## config.mk

```make
export PLATFORM = sky130hd
export DESIGN_NAME = adder_arbiter
export DESIGN_NICKNAME = d
export VERILOG_FILES = /design/src/rtl/adder_arbiter.sv
export SDC_FILE = /design/constraint.sdc
export NUM_CORES = 1
export LEC_CHECK = 0
export BUFFER_PORTS_ARGS = -buffer_cell sky130_fd_sc_hd__buf_2
export CAP_MARGIN = 10
export CELL_PAD_IN_SITES_DETAIL_PLACEMENT = 0
export CELL_PAD_IN_SITES_GLOBAL_PLACEMENT = 1
export CORE_ASPECT_RATIO = 0.75
export CORE_MARGIN = 5
export CORE_UTILIZATION = 34
export DETAILED_ROUTE_END_ITERATION = 8
export PLACE_DENSITY = 0.81
export SLEW_MARGIN = 20
export SYNTH_ARGS = -nofsm -noshare
export SYNTH_HDL_FRONTEND = slang
export SYNTH_SLANG_ARGS = --single-unit
```

## constraint.sdc

```tcl
create_clock -name clk -period 3.3 [get_ports clk]
set_input_delay 0.66 -clock clk [delete_from_list [all_inputs] [get_ports clk]]
set_output_delay 0.66 -clock clk [all_outputs]
set_load 0.02 [all_outputs]
```

## src/rtl/adder_arbiter.sv

```systemverilog
// Two-port round-robin arbiter sharing one 16-bit saturating adder.
// Each requester has at most one operation in flight and a buffered response.
module adder_arbiter (
  input  logic        clk,
  input  logic        rst,
  input  logic        req0_valid,
  input  logic [15:0] req0_a,
  input  logic [15:0] req0_b,
  output logic        req0_ready,
  input  logic        req1_valid,
  input  logic [15:0] req1_a,
  input  logic [15:0] req1_b,
  output logic        req1_ready,
  output logic        rsp0_valid,
  output logic [15:0] rsp0_sum,
  output logic        rsp0_zr,
  output logic        rsp0_neg,
  output logic        rsp0_ov,
  input  logic        rsp0_ready,
  output logic        rsp1_valid,
  output logic [15:0] rsp1_sum,
  output logic        rsp1_zr,
  output logic        rsp1_neg,
  output logic        rsp1_ov,
  input  logic        rsp1_ready
);

  typedef enum logic [1:0] {IDLE, ISSUED, DONE} state_t;

  state_t      st0, st1, st0_n, st1_n;
  logic        lp;
  logic        grant0, grant1;
  logic        s1_valid, s1_owner;
  logic [15:0] a_q, b_q;
  logic [15:0] raw, add_out;
  logic        add_zr, add_neg, add_ov;

  // Arbitration: lp names the requester granted last, so the other wins a tie.
  always_comb begin
    logic cand0, cand1;
    grant0 = 1'b0;
    grant1 = 1'b0;
    cand0  = req0_valid && (st0 == IDLE);
    cand1  = req1_valid && (st1 == IDLE);
    if (!rst) begin
      if (cand0 && cand1) begin
        grant0 = lp;
        grant1 = !lp;
      end else begin
        grant0 = cand0;
        grant1 = cand1;
      end
    end
  end

  assign req0_ready = grant0;
  assign req1_ready = grant1;
  assign rsp0_valid = (st0 == DONE);
  assign rsp1_valid = (st1 == DONE);

  // Shared saturating adder, fed from the stage-1 operand register.
  always_comb begin
    raw     = a_q + b_q;
    add_out = raw;
    add_ov  = 1'b0;
    if (!a_q[15] && !b_q[15] && raw[15]) begin
      add_out = 16'h7FFF;
      add_ov  = 1'b1;
    end else if (a_q[15] && b_q[15] && !raw[15]) begin
      add_out = 16'h8000;
      add_ov  = 1'b1;
    end
    add_zr  = (add_out == '0);
    add_neg = add_out[15];
  end

  always_comb begin
    st0_n = st0;
    st1_n = st1;
    case (st0)
      IDLE:    if (grant0) st0_n = ISSUED;
      ISSUED:  st0_n = DONE;
      DONE:    if (rsp0_ready) st0_n = IDLE;
      default: st0_n = IDLE;
    endcase
    case (st1)
      IDLE:    if (grant1) st1_n = ISSUED;
      ISSUED:  st1_n = DONE;
      DONE:    if (rsp1_ready) st1_n = IDLE;
      default: st1_n = IDLE;
    endcase
  end

  always_ff @(posedge clk) begin
    if (rst) begin
      st0      <= IDLE;
      st1      <= IDLE;
      lp       <= 1'b1;
      s1_valid <= 1'b0;
      s1_owner <= 1'b0;
      a_q      <= '0;
      b_q      <= '0;
      rsp0_sum <= '0;
      rsp0_zr  <= 1'b0;
      rsp0_neg <= 1'b0;
      rsp0_ov  <= 1'b0;
      rsp1_sum <= '0;
      rsp1_zr  <= 1'b0;
      rsp1_neg <= 1'b0;
      rsp1_ov  <= 1'b0;
    end else begin
      st0      <= st0_n;
      st1      <= st1_n;
      s1_valid <= grant0 || grant1;
      s1_owner <= grant1;
      if (grant0) begin
        lp  <= 1'b0;
        a_q <= req0_a;
        b_q <= req0_b;
      end else if (grant1) begin
        lp  <= 1'b1;
        a_q <= req1_a;
        b_q <= req1_b;
      end else begin
        a_q <= '0;
        b_q <= '0;
      end
      // Buffers load only at the end of ISSUED and then hold through backpressure.
      if (s1_valid && !s1_owner) begin
        rsp0_sum <= add_out;
        rsp0_zr  <= add_zr;
        rsp0_neg <= add_neg;
        rsp0_ov  <= add_ov;
      end
      if (s1_valid && s1_owner) begin
        rsp1_sum <= add_out;
        rsp1_zr  <= add_zr;
        rsp1_neg <= add_neg;
        rsp1_ov  <= add_ov;
      end
    end
  end

endmodule

```

* Yosys cells after proc, flatten, opt, wreduce, memory -nomap -nowiden *
Cells that the tools add are included.

word-level totals
  input port bits = 70
  output and inout port bits = 42
  flip-flop bits (word level) = 77

cells by class
  multiplexer cells = 20
  add/subtract/negate cells = 1
  reduce and logical (&&, ||, !) cells = 21
  equal/unequal tests = 8

operators with widths
  cell                                           number
  2-to-1 mux 16 bit                              6
  adder 16 bit                                   1
  zero test 16 bit                               1
  one-hot mux 2 bit (3 select lines)             2
  logical AND 1 bit                              9
  2-to-1 mux 1 bit                               8
  2-to-1 mux 2 bit                               4
  zero test 1 bit                                5
  == test 2 x 1 -> 1 bit, second input constant  2
  == test 2 bit, second input constant           2
  zero test 2 bit                                2
  != test 2 x 1 -> 1 bit, second input constant  2
  != test 2 bit, second input constant           2
  AND reduction 2 bit                            2
  nonzero test 2 bit                             1
  logical OR 1 bit                               1

* Longest topological paths before layout *
Gate-level depths: netlist of run 1.

  depth after elaboration = 7
  gate-level depth with buffers = 12
  depth with buffers taken out = 11

* Least setup slack after synthesis of run 1 *
Ideal clock, no wire load.

  path type = reg-to-reg
  from = register a_q[0]
  to = register rsp0_zr
  arrival time = 3.016 ns
  library setup time = 0.067 ns
  period minus slack after synthesis = 3.084 ns
  setup slack = 0.216 ns
  required time = 3.233 ns
  stages on the path, launching flop included = 10
  path through = dfxtp_1 ha_1 inv_1 fa_1 xnor2_1 or4b_4 or4_1 or4b_1 or4b_4 o21ai_2

on the way
  cells in the longest elaborated chain, start to end = 6
  elaborated cells on any way between the ends = 7
  those cells by class = 1 x add/sub; 2 x mux; 4 x reduce/logical

ends and longest elaborated chain
  item                      line  RTL
  start: declaration        34    logic [15:0] a_q, b_q;
  start signal: assignment  118   a_q <= req0_a;
  start signal: assignment  122   a_q <= req1_a;
  adder 16 bit (*)          63    raw = a_q + b_q;
  zero test 1 bit           69    end else if (a_q[15] && b_q[15] && !raw[15]) begin
  logical AND 1 bit         69
  2-to-1 mux 16 bit         69
  2-to-1 mux 16 bit (*)     66    if (!a_q[15] && !b_q[15] && raw[15]) begin
  zero test 16 bit (*)      73    add_zr = (add_out == '0);
  end signal: assignment    131   rsp0_zr <= add_zr;
  end: declaration          16    output logic rsp0_zr,

Every way passes the cells marked *; elsewhere a longest branch is shown, timed or not.
A chain may end at the register's enable or synchronous reset.

* Worst setup path in the final report of run 1 *
  from = register b_q[0]
  to = register rsp0_zr

on the way
  cells in the longest elaborated chain, start to end = 6
  elaborated cells on any way between the ends = 7
  those cells by class = 1 x add/sub; 2 x mux; 4 x reduce/logical

ends and longest elaborated chain
  item                      line  RTL
  start: declaration        34
  start signal: assignment  119   b_q <= req0_b;
  start signal: assignment  123   b_q <= req1_b;
  adder 16 bit (*)          63
  zero test 1 bit           69
  logical AND 1 bit         69
  2-to-1 mux 16 bit         69
  2-to-1 mux 16 bit (*)     66
  zero test 16 bit (*)      73

Marked as above.

==> impl_metrics.xml, run 1 <==
<?xml version="1.0" encoding="UTF-8"?>
<metrics>
  <group name="status">
    <metric name="status" unit="">completed</metric>
  </group>
  <group name="sta">
    <metric name="finalSetupTns" unit="ns">0</metric>
    <metric name="timing.final.max_slew_violations" unit="">0</metric>
    <metric name="skew" unit="ns">0.00589</metric>
    <metric name="final_count_of_hold_timing_violations" unit="">0</metric>
    <metric name="clock.fmax" unit="MHz">308</metric>
    <metric name="timing.final.setup_violations" unit="">0</metric>
    <metric name="post_route_fraction_of_the_period_consumed_by_the_critical_path" unit="%">98.3</metric>
    <metric name="worst-slew-pin-transition" unit="ns">0.707</metric>
    <metric name="slew_headroom" unit="%">52.6</metric>
    <metric name="final.min_clock_period" unit="ns">3.24</metric>
  </group>
  <group name="global_route">
    <metric name="pin_count_of_the_biggest_net_entering_global_routing" unit="">46</metric>
    <metric name="grt_first_pass_wirelength" unit="um">14800</metric>
    <metric name="grt_antenna_before_repair" unit="">0</metric>
    <metric name="grt_pass1_vias" unit="">3065</metric>
    <metric name="globalRouteTotalUtil" unit="%">14.7</metric>
    <metric name="global_route.overflow_total" unit="">0</metric>
  </group>
  <group name="die">
    <metric name="initial_utilization" unit="%">34.6</metric>
    <metric name="chipHeight" unit="um">98.2</metric>
    <metric name="boundaryPins" unit="">112</metric>
    <metric name="num_rows" unit="">32</metric>
    <metric name="fp.dieArea" unit="um2">12500</metric>
    <metric name="die_w" unit="um">128</metric>
    <metric name="design.core.area" unit="um2">10200</metric>
  </group>
  <group name="cts">
    <metric name="tritoncts.num_buffers" unit="">9</metric>
    <metric name="htreeDepth" unit="">3</metric>
    <metric name="clockBufferDepth" unit="">2</metric>
    <metric name="clk_pin_slew" unit="ns">0.06</metric>
    <metric name="worstSkewPairLatency" unit="ns">0.33</metric>
    <metric name="post_cts_hold_buffer_count" unit="">0</metric>
    <metric name="ctsRootBufferMaster" unit="">clkbuf_16</metric>
    <metric name="tritoncts_num_sinks" unit="">75</metric>
    <metric name="clock_tree_from_tritoncts" unit="">yes</metric>
  </group>
  <group name="synthesis">
    <metric name="ys_seq_elements" unit="">75</metric>
    <metric name="post_synth_num_cell_types" unit="">54</metric>
    <metric name="synth-xor-area-share" unit="%">2.98</metric>
    <metric name="muxShareOfSynthArea" unit="%">0.284</metric>
    <metric name="postSynthAreaPerCell" unit="um2">9.41</metric>
    <metric name="synth-warning-count" unit="">0</metric>
    <metric name="synth-adder-area-share" unit="%">6.60</metric>
    <metric name="synth_top_family_by_area" unit="">compound AO/OA/AOI/OAI gates</metric>
    <metric name="synth_edf_count" unit="">0</metric>
    <metric name="synth-seq-area-share" unit="%">42.6</metric>
    <metric name="syn_inst" unit="">375</metric>
    <metric name="synthesis.nets" unit="">463</metric>
    <metric name="synth-compound-area-share" unit="%">27.4</metric>
    <metric name="synth_flop_type" unit="">dfxtp_1</metric>
    <metric name="asyncSetResetFlopFracSynth" unit="%">0</metric>
    <metric name="synth_simple_gate_area_share" unit="%">15.1</metric>
    <metric name="synthesis.area" unit="um2">3530</metric>
  </group>
  <group name="placement">
    <metric name="gp_routability_congestion" unit="">0.932</metric>
    <metric name="io_buffer_count" unit="">111</metric>
    <metric name="dpl.cell_count" unit="">599</metric>
    <metric name="place.detailed.hpwl" unit="um">7180</metric>
  </group>
  <group name="worst_setup_path">
    <metric name="worstRegToRegCells" unit="">9</metric>
    <metric name="critical_path_class" unit="">reg2reg</metric>
    <metric name="crit_path_start_kind" unit="">flop</metric>
    <metric name="worst_ep_arrival_time" unit="ns">3.52</metric>
    <metric name="cp_max_fo" unit="">3</metric>
    <metric name="rrSetupSlack" unit="ns">0.06</metric>
    <metric name="worstSetupEndpointType" unit="">flop</metric>
    <metric name="worst_r2r_startpoint" unit="">b_q[0]</metric>
    <metric name="critical_path_required" unit="ns">3.57</metric>
    <metric name="worst_reg2reg_endpoint" unit="">rsp0_zr</metric>
  </group>
  <group name="pwr">
    <metric name="leakage" unit="nW">2.04</metric>
    <metric name="report.power.total" unit="mW">2.63</metric>
    <metric name="share_seq_of_total_power" unit="%">38.5</metric>
    <metric name="power_switching" unit="uW">743</metric>
    <metric name="switching_share" unit="%">28.2</metric>
    <metric name="p_int" unit="mW">1.89</metric>
    <metric name="power.clock.fraction" unit="%">40.2</metric>
    <metric name="worst_ir_drop_vdd" unit="V">0.000227</metric>
    <metric name="total_power_density_per_cell_area" unit="nW/um2">581</metric>
    <metric name="combinationalPowerShare" unit="%">21.2</metric>
  </group>
  <group name="layout">
    <metric name="nFillCells" unit="">1006</metric>
    <metric name="fin_nets" unit="">563</metric>
    <metric name="drive_gt1_share" unit="%">32.1</metric>
    <metric name="antenna_cells_inserted" unit="">0</metric>
    <metric name="most-common-layout-cells" unit="">111 x buf_2, 74 x dfxtp_1, 47 x nor2_1</metric>
    <metric name="layout_commonest_cell" unit="">buf_2</metric>
    <metric name="finish.cell_count_without_fillers" unit="">616</metric>
    <metric name="syn2layout_area_growth" unit="%">28.4</metric>
  </group>
  <group name="worst_hold_path">
    <metric name="hold_path.class" unit="">reg2reg</metric>
    <metric name="worstHoldEndpoint" unit="">rsp0_sum[1]</metric>
    <metric name="worst_hold_path.num_cells" unit="">2</metric>
    <metric name="hold_path_startpoint" unit="">rsp0_sum[1]</metric>
  </group>
  <group name="drt">
    <metric name="routed-via-count" unit="">3094</metric>
    <metric name="route.detailed.vias_per_inst" unit="">5.02</metric>
    <metric name="drtPass1Iterations" unit="">4</metric>
    <metric name="violation_count_after_the_first_detailed_route_iteration" unit="">121</metric>
    <metric name="ant_nets" unit="">0</metric>
    <metric name="drt_drc_violations_left" unit="">0</metric>
    <metric name="detail_route.wl_per_cell" unit="um">14.7</metric>
    <metric name="wirelength" unit="um">9070</metric>
  </group>
  <group name="job">
    <metric name="max_cap_viol_count" unit="">0</metric>
  </group>
</metrics>
[synth_stat cells, types with 8 or more instances]
| master | count | area share (%) |
|---|---|---|
| dfxtp_1 | 75 | 43 |
| ha_1 | 17 | 6.0 |
| a22o_1 | 32 | 7.9 |
| a211oi_1 | 34 | 7.2 |
| a21oi_1 | 28 | 4.0 |
| nor2_1 | 47 | 5.0 |
| inv_1 | 11 | 1.2 |
| xnor2_1 | 11 | 2.7 |
| nand3_1 | 8 | 1.1 |
| nand2_1 | 10 | 1.1 |
| clkbuf_1 | 21 | 2.2 |
[state kept, by name, summed over array words and instances (netlist names)]
signal,cells
a_q,16
b_q,16
lp,1
rsp0_ov,1
rsp0_sum,16
rsp0_zr,1
rsp1_ov,1
rsp1_sum,16
rsp1_zr,1
s1_owner,1
s1_valid,1
st0,2
st1,2
[metrics by stage]
step | area [um2] | setup WS, ns | utilization (%) | hold slack [ns]
floorplan | 3530 | 0.216 | - | 0.499
global placement | 4180 | 0.112 | 40.9 | 0.446
detailed placement | 4180 | -0.0306 | 40.9 | 0.448
CTS | 4510 | 0.0135 | 44.2 | 0.464
global route | 4530 | -0.00410 | 44.4 | 0.489
finish | 4530 | 0.0563 | 44.4 | 0.464
[area by class of cell]
| type | count | area, um2 | share of cell area (%) |
|---|---|---|---|
| multi-input combinational | 261 | 1890 | 41.7 |
| sequential | 75 | 1500 | 33.2 |
| timing repair buffer | 117 | 601 | 13.3 |
| clock buffer | 11 | 243 | 5.36 |
| tap | 136 | 170 | 3.76 |
| clock inverter | 5 | 85.1 | 1.88 |
| inverter | 11 | 41.3 | 0.911 |
[per-layer routing]
metal,global-route usage (%),part of all wire [%],up-vias
met3,6.45,7.9,9
met2,22.7,44,96
met5,0,0,-
met1,19.1,47,1408
li1,-,-,1581
met4,3.26,0.88,0
[power by group through the flow]
stage	clock, mW	combinational (mW)	sequential (mW)
after CTS	1.08	0.557	1.02
after global routing	1.13	0.620	1.02
final	1.06	0.559	1.01
after detailed placement	0	0.553	1.03
after global placement	0	0.551	1.03
after floorplan	0	0.348	1.07
[cells by family (layout without fill, tap and decap cells)]
group,Yosys count,count (layout)
AOI/OAI and AO/OA,129,129
and+or+nand+nor,101,101
DFF,75,75
buffers and inverters,39,144
adders and majority gates,18,18
xor gates and xnor gates,12,12
muxes,1,1
[critical path: stages (launching register included)]
cell     delay (ns)
dfxtp_1        0.32
ha_2           0.17
inv_1          0.05
fa_2           0.53
inv_2          0.05
or4b_4         0.51
or4_1          0.42
or4b_1         0.49
or4b_4         0.51
o21ai_2        0.12
[how the worst max path moves through the flow]
stage          depth (start not counted)  slack [ns]  startpoint      end
3_5_place_dp                          11       -0.03      a_q[0]  rsp1_zr
2_1_floorplan                          9        0.22      a_q[0]  rsp0_zr
4_1_cts                                9        0.01      a_q[0]  rsp1_zr
3_3_place_gp                          11        0.11      a_q[0]  rsp1_zr
6_report                               9        0.06      b_q[0]  rsp0_zr
5_1_grt                               11      -0.004      b_q[0]  rsp0_zr
[repair_timing]
action,4_1_cts,5_1_grt
buffers inserted,0,1
setup endpoints to repair,2,2
hold endpoints to repair,0,0
gates resized for setup,1,4
(Power assumes the default switching activity.)
==> run 2, diff against run 1 <==
Settings changed: CORE_UTILIZATION 34 to 35, CTS_BUF_LIST set to sky130_fd_sc_hd__clkbuf_2, PLACE_DENSITY 0.81 to 0.83.
==> run 2 against run 1 <==
  * Register-to-register slack worse by 0.03 ns
  * Worst hold slack worse by 0.15 ns
  * Cell count down 0.65%
  * Flip-flop and latch count unchanged
  * Via count down 1.3%
  * Critical path depth unchanged
==> impl_metrics.xml, run 2 (same netlist as run 1, synthesis figures left out) <==
<?xml version="1.0" encoding="UTF-8"?>
<metrics>
  <group name="status">
    <metric name="status" unit="">completed</metric>
  </group>
  <group name="sta">
    <metric name="skew" unit="ns">0.0252</metric>
    <metric name="timing.final.max_slew_violations" unit="">0</metric>
    <metric name="slew_headroom" unit="%">49.1</metric>
    <metric name="clock.fmax" unit="MHz">306</metric>
    <metric name="final_count_of_hold_timing_violations" unit="">0</metric>
    <metric name="finalSetupTns" unit="ns">0</metric>
    <metric name="worst-slew-pin-transition" unit="ns">0.760</metric>
    <metric name="hold_ws" unit="ns">0.310</metric>
    <metric name="post_route_fraction_of_the_period_consumed_by_the_critical_path" unit="%">99.1</metric>
    <metric name="timing.final.setup_violations" unit="">0</metric>
    <metric name="grt_setup_unrepaired" unit="">true</metric>
    <metric name="final.min_clock_period" unit="ns">3.27</metric>
    <metric name="postLayoutSetupSlackWorst" unit="ns">0.0287</metric>
  </group>
  <group name="cts">
    <metric name="postCtsSetupBuffers" unit="">0</metric>
    <metric name="htreeDepth" unit="">3</metric>
    <metric name="clock_tree_from_tritoncts" unit="">yes</metric>
    <metric name="worstSkewPairLatency" unit="ns">0.55</metric>
    <metric name="tritoncts.num_buffers" unit="">9</metric>
    <metric name="ctsRootBufferMaster" unit="">clkbuf_2</metric>
    <metric name="tritoncts_num_sinks" unit="">75</metric>
    <metric name="clk_pin_slew" unit="ns">0.21</metric>
    <metric name="clockBufferDepth" unit="">2</metric>
  </group>
  <group name="die">
    <metric name="chipHeight" unit="um">97.0</metric>
    <metric name="die_w" unit="um">126</metric>
    <metric name="num_rows" unit="">31</metric>
    <metric name="design.core.area" unit="um2">9740</metric>
    <metric name="initial_utilization" unit="%">36.2</metric>
    <metric name="boundaryPins" unit="">112</metric>
    <metric name="fp.dieArea" unit="um2">12200</metric>
  </group>
  <group name="drt">
    <metric name="route.detailed.vias_per_inst" unit="">4.99</metric>
    <metric name="violation_count_after_the_first_detailed_route_iteration" unit="">136</metric>
    <metric name="drt_drc_violations_left" unit="">0</metric>
    <metric name="drtPass1Iterations" unit="">4</metric>
    <metric name="detail_route.wl_per_cell" unit="um">14.6</metric>
    <metric name="routed-via-count" unit="">3053</metric>
    <metric name="ant_nets" unit="">0</metric>
    <metric name="wirelength" unit="um">8920</metric>
  </group>
  <group name="placement">
    <metric name="gp_routability_congestion" unit="">0.911</metric>
    <metric name="io_buffer_count" unit="">111</metric>
    <metric name="dp_slack" unit="ns">-0.0521</metric>
    <metric name="place.detailed.hpwl" unit="um">7050</metric>
  </group>
  <group name="pwr">
    <metric name="worst_ir_drop_vdd" unit="V">0.000252</metric>
    <metric name="leakage" unit="nW">1.96</metric>
    <metric name="total_power_density_per_cell_area" unit="nW/um2">492</metric>
  </group>
  <group name="global_route">
    <metric name="gr-max-usage-layer" unit="">met2</metric>
    <metric name="pin_count_of_the_biggest_net_entering_global_routing" unit="">46</metric>
    <metric name="grt_pass1_vias" unit="">2945</metric>
    <metric name="grt_first_pass_wirelength" unit="um">14700</metric>
    <metric name="met1_usage" unit="%">20.0</metric>
    <metric name="globalRouteTotalUtil" unit="%">14.8</metric>
    <metric name="use_met3" unit="%">6.06</metric>
    <metric name="global_route.usage.met2" unit="%">21.7</metric>
    <metric name="grt_antenna_before_repair" unit="">0</metric>
    <metric name="global_route.overflow_total" unit="">0</metric>
  </group>
  <group name="worst_setup_path">
    <metric name="rrSetupSlack" unit="ns">0.03</metric>
    <metric name="cp_max_fo" unit="">3</metric>
    <metric name="crit_path_start_kind" unit="">flop</metric>
    <metric name="worstSetupEndpointType" unit="">flop</metric>
    <metric name="worst_ep_arrival_time" unit="ns">3.78</metric>
    <metric name="slowest_cell_on_the_critical_path" unit="">fa_2</metric>
    <metric name="critical_path_required" unit="ns">3.81</metric>
    <metric name="critPathMostFrequentCell" unit="">or4b_4</metric>
    <metric name="critical_path_class" unit="">reg2reg</metric>
    <metric name="worst_path_largest_cell_delay" unit="ns">0.52</metric>
    <metric name="worstPathCellList" unit="">ha_4 &gt; inv_2 &gt; fa_2 &gt; inv_2 &gt; or4b_4 &gt; or4_4 &gt; or4b_4 &gt; or4b_4 &gt; o21ai_2</metric>
  </group>
  <group name="layout">
    <metric name="most-common-layout-cells" unit="">111 x buf_2, 74 x dfxtp_1, 47 x nor2_1</metric>
    <metric name="layout_commonest_cell" unit="">buf_2</metric>
    <metric name="drive_gt1_share" unit="%">33.0</metric>
    <metric name="fin_nets" unit="">562</metric>
    <metric name="syn2layout_area_growth" unit="%">23.4</metric>
    <metric name="utilization" unit="%">44.7</metric>
  </group>
  <group name="job">
    <metric name="max_cap_viol_count" unit="">0</metric>
  </group>
  <group name="worst_hold_path">
    <metric name="hold_path.class" unit="">in2reg</metric>
  </group>
</metrics>
==> run 2: cell types whose count changed in the layout (fill, tap and decap cells not counted), sizes merged <==
cell	delta
diode	+1
clkbuf	-2
inv	-1
buf	-1
clkinv	+1
clkinvlp	+2
==> run 2: worst max-delay path, delay by kind of cell (launching register included) <==
kind	cells	cell delay, ns
fa+ha+maj	2	0.67
buf+inv	2	0.08
flops	1	0.39
simple gates	4	1.97
compound gates	1	0.12
==> run 2: final timing paths <==
kind | from | endpoint | cells past startpoint
setup / recovery | a_q[0] | rsp0_zr | 9
hold / removal | req1_b[6] | b_q[6] | 2
setup reg to reg | a_q[0] | rsp0_zr | 9
hold reg to reg | rsp1_sum[1] | rsp1_sum[1] | 2
==> run 2: metal layers <==
layer / part of all wire [%] / wire, um
met1: 49 / 4360
met2: 43 / 3810
met3: 7.7 / 688
met4: 0.68 / 61
met5: 0 / 0
==> run 2: final cells by class <==
| cell class | count | area, um2 |
|---|---|---|
| Clock buffer | 9 | 45.0 |
| Clock inverter | 7 | 92.6 |
| Inverter | 11 | 41.3 |
| Multi-Input combinational cell | 261 | 1910 |
| Tap cell | 132 | 165 |
| Timing Repair Buffer | 116 | 593 |
| Fill cell | 990 | 5380 |
| Antenna cell | 1 | 2.50 |
| Sequential cell | 75 | 1500 |
==> run 2: per-stage QoR <==
| step | std cells | total power, mW | area, um2 |
|---|---|---|---|
| 2_1_floorplan | 375 | 1.42 | 3530 |
| 3_3_place_gp | 595 | 1.58 | 4170 |
| 3_5_place_dp | 595 | 1.59 | 4170 |
| 4_1_cts | 611 | 2.16 | 4320 |
| 5_1_grt | 611 | 2.28 | 4350 |
| 6_report | 612 | 2.14 | 4350 |
==> run 2: repair_timing <==
item                                    in CTS  in global routing
hold buffers                                 0                  0
pin swaps                                    0                  1
gates resized for setup                      3                  9
endpoints found under the setup margin       2                 29
endpoints found under the hold margin        0                  0
==> run 2: report_power, final <==
part / switching (mW) / internal [mW]
logic: 0.337 / 0.226
registers: 0.0361 / 0.980
clock network: 0.316 / 0.247
total: 0.689 / 1.45
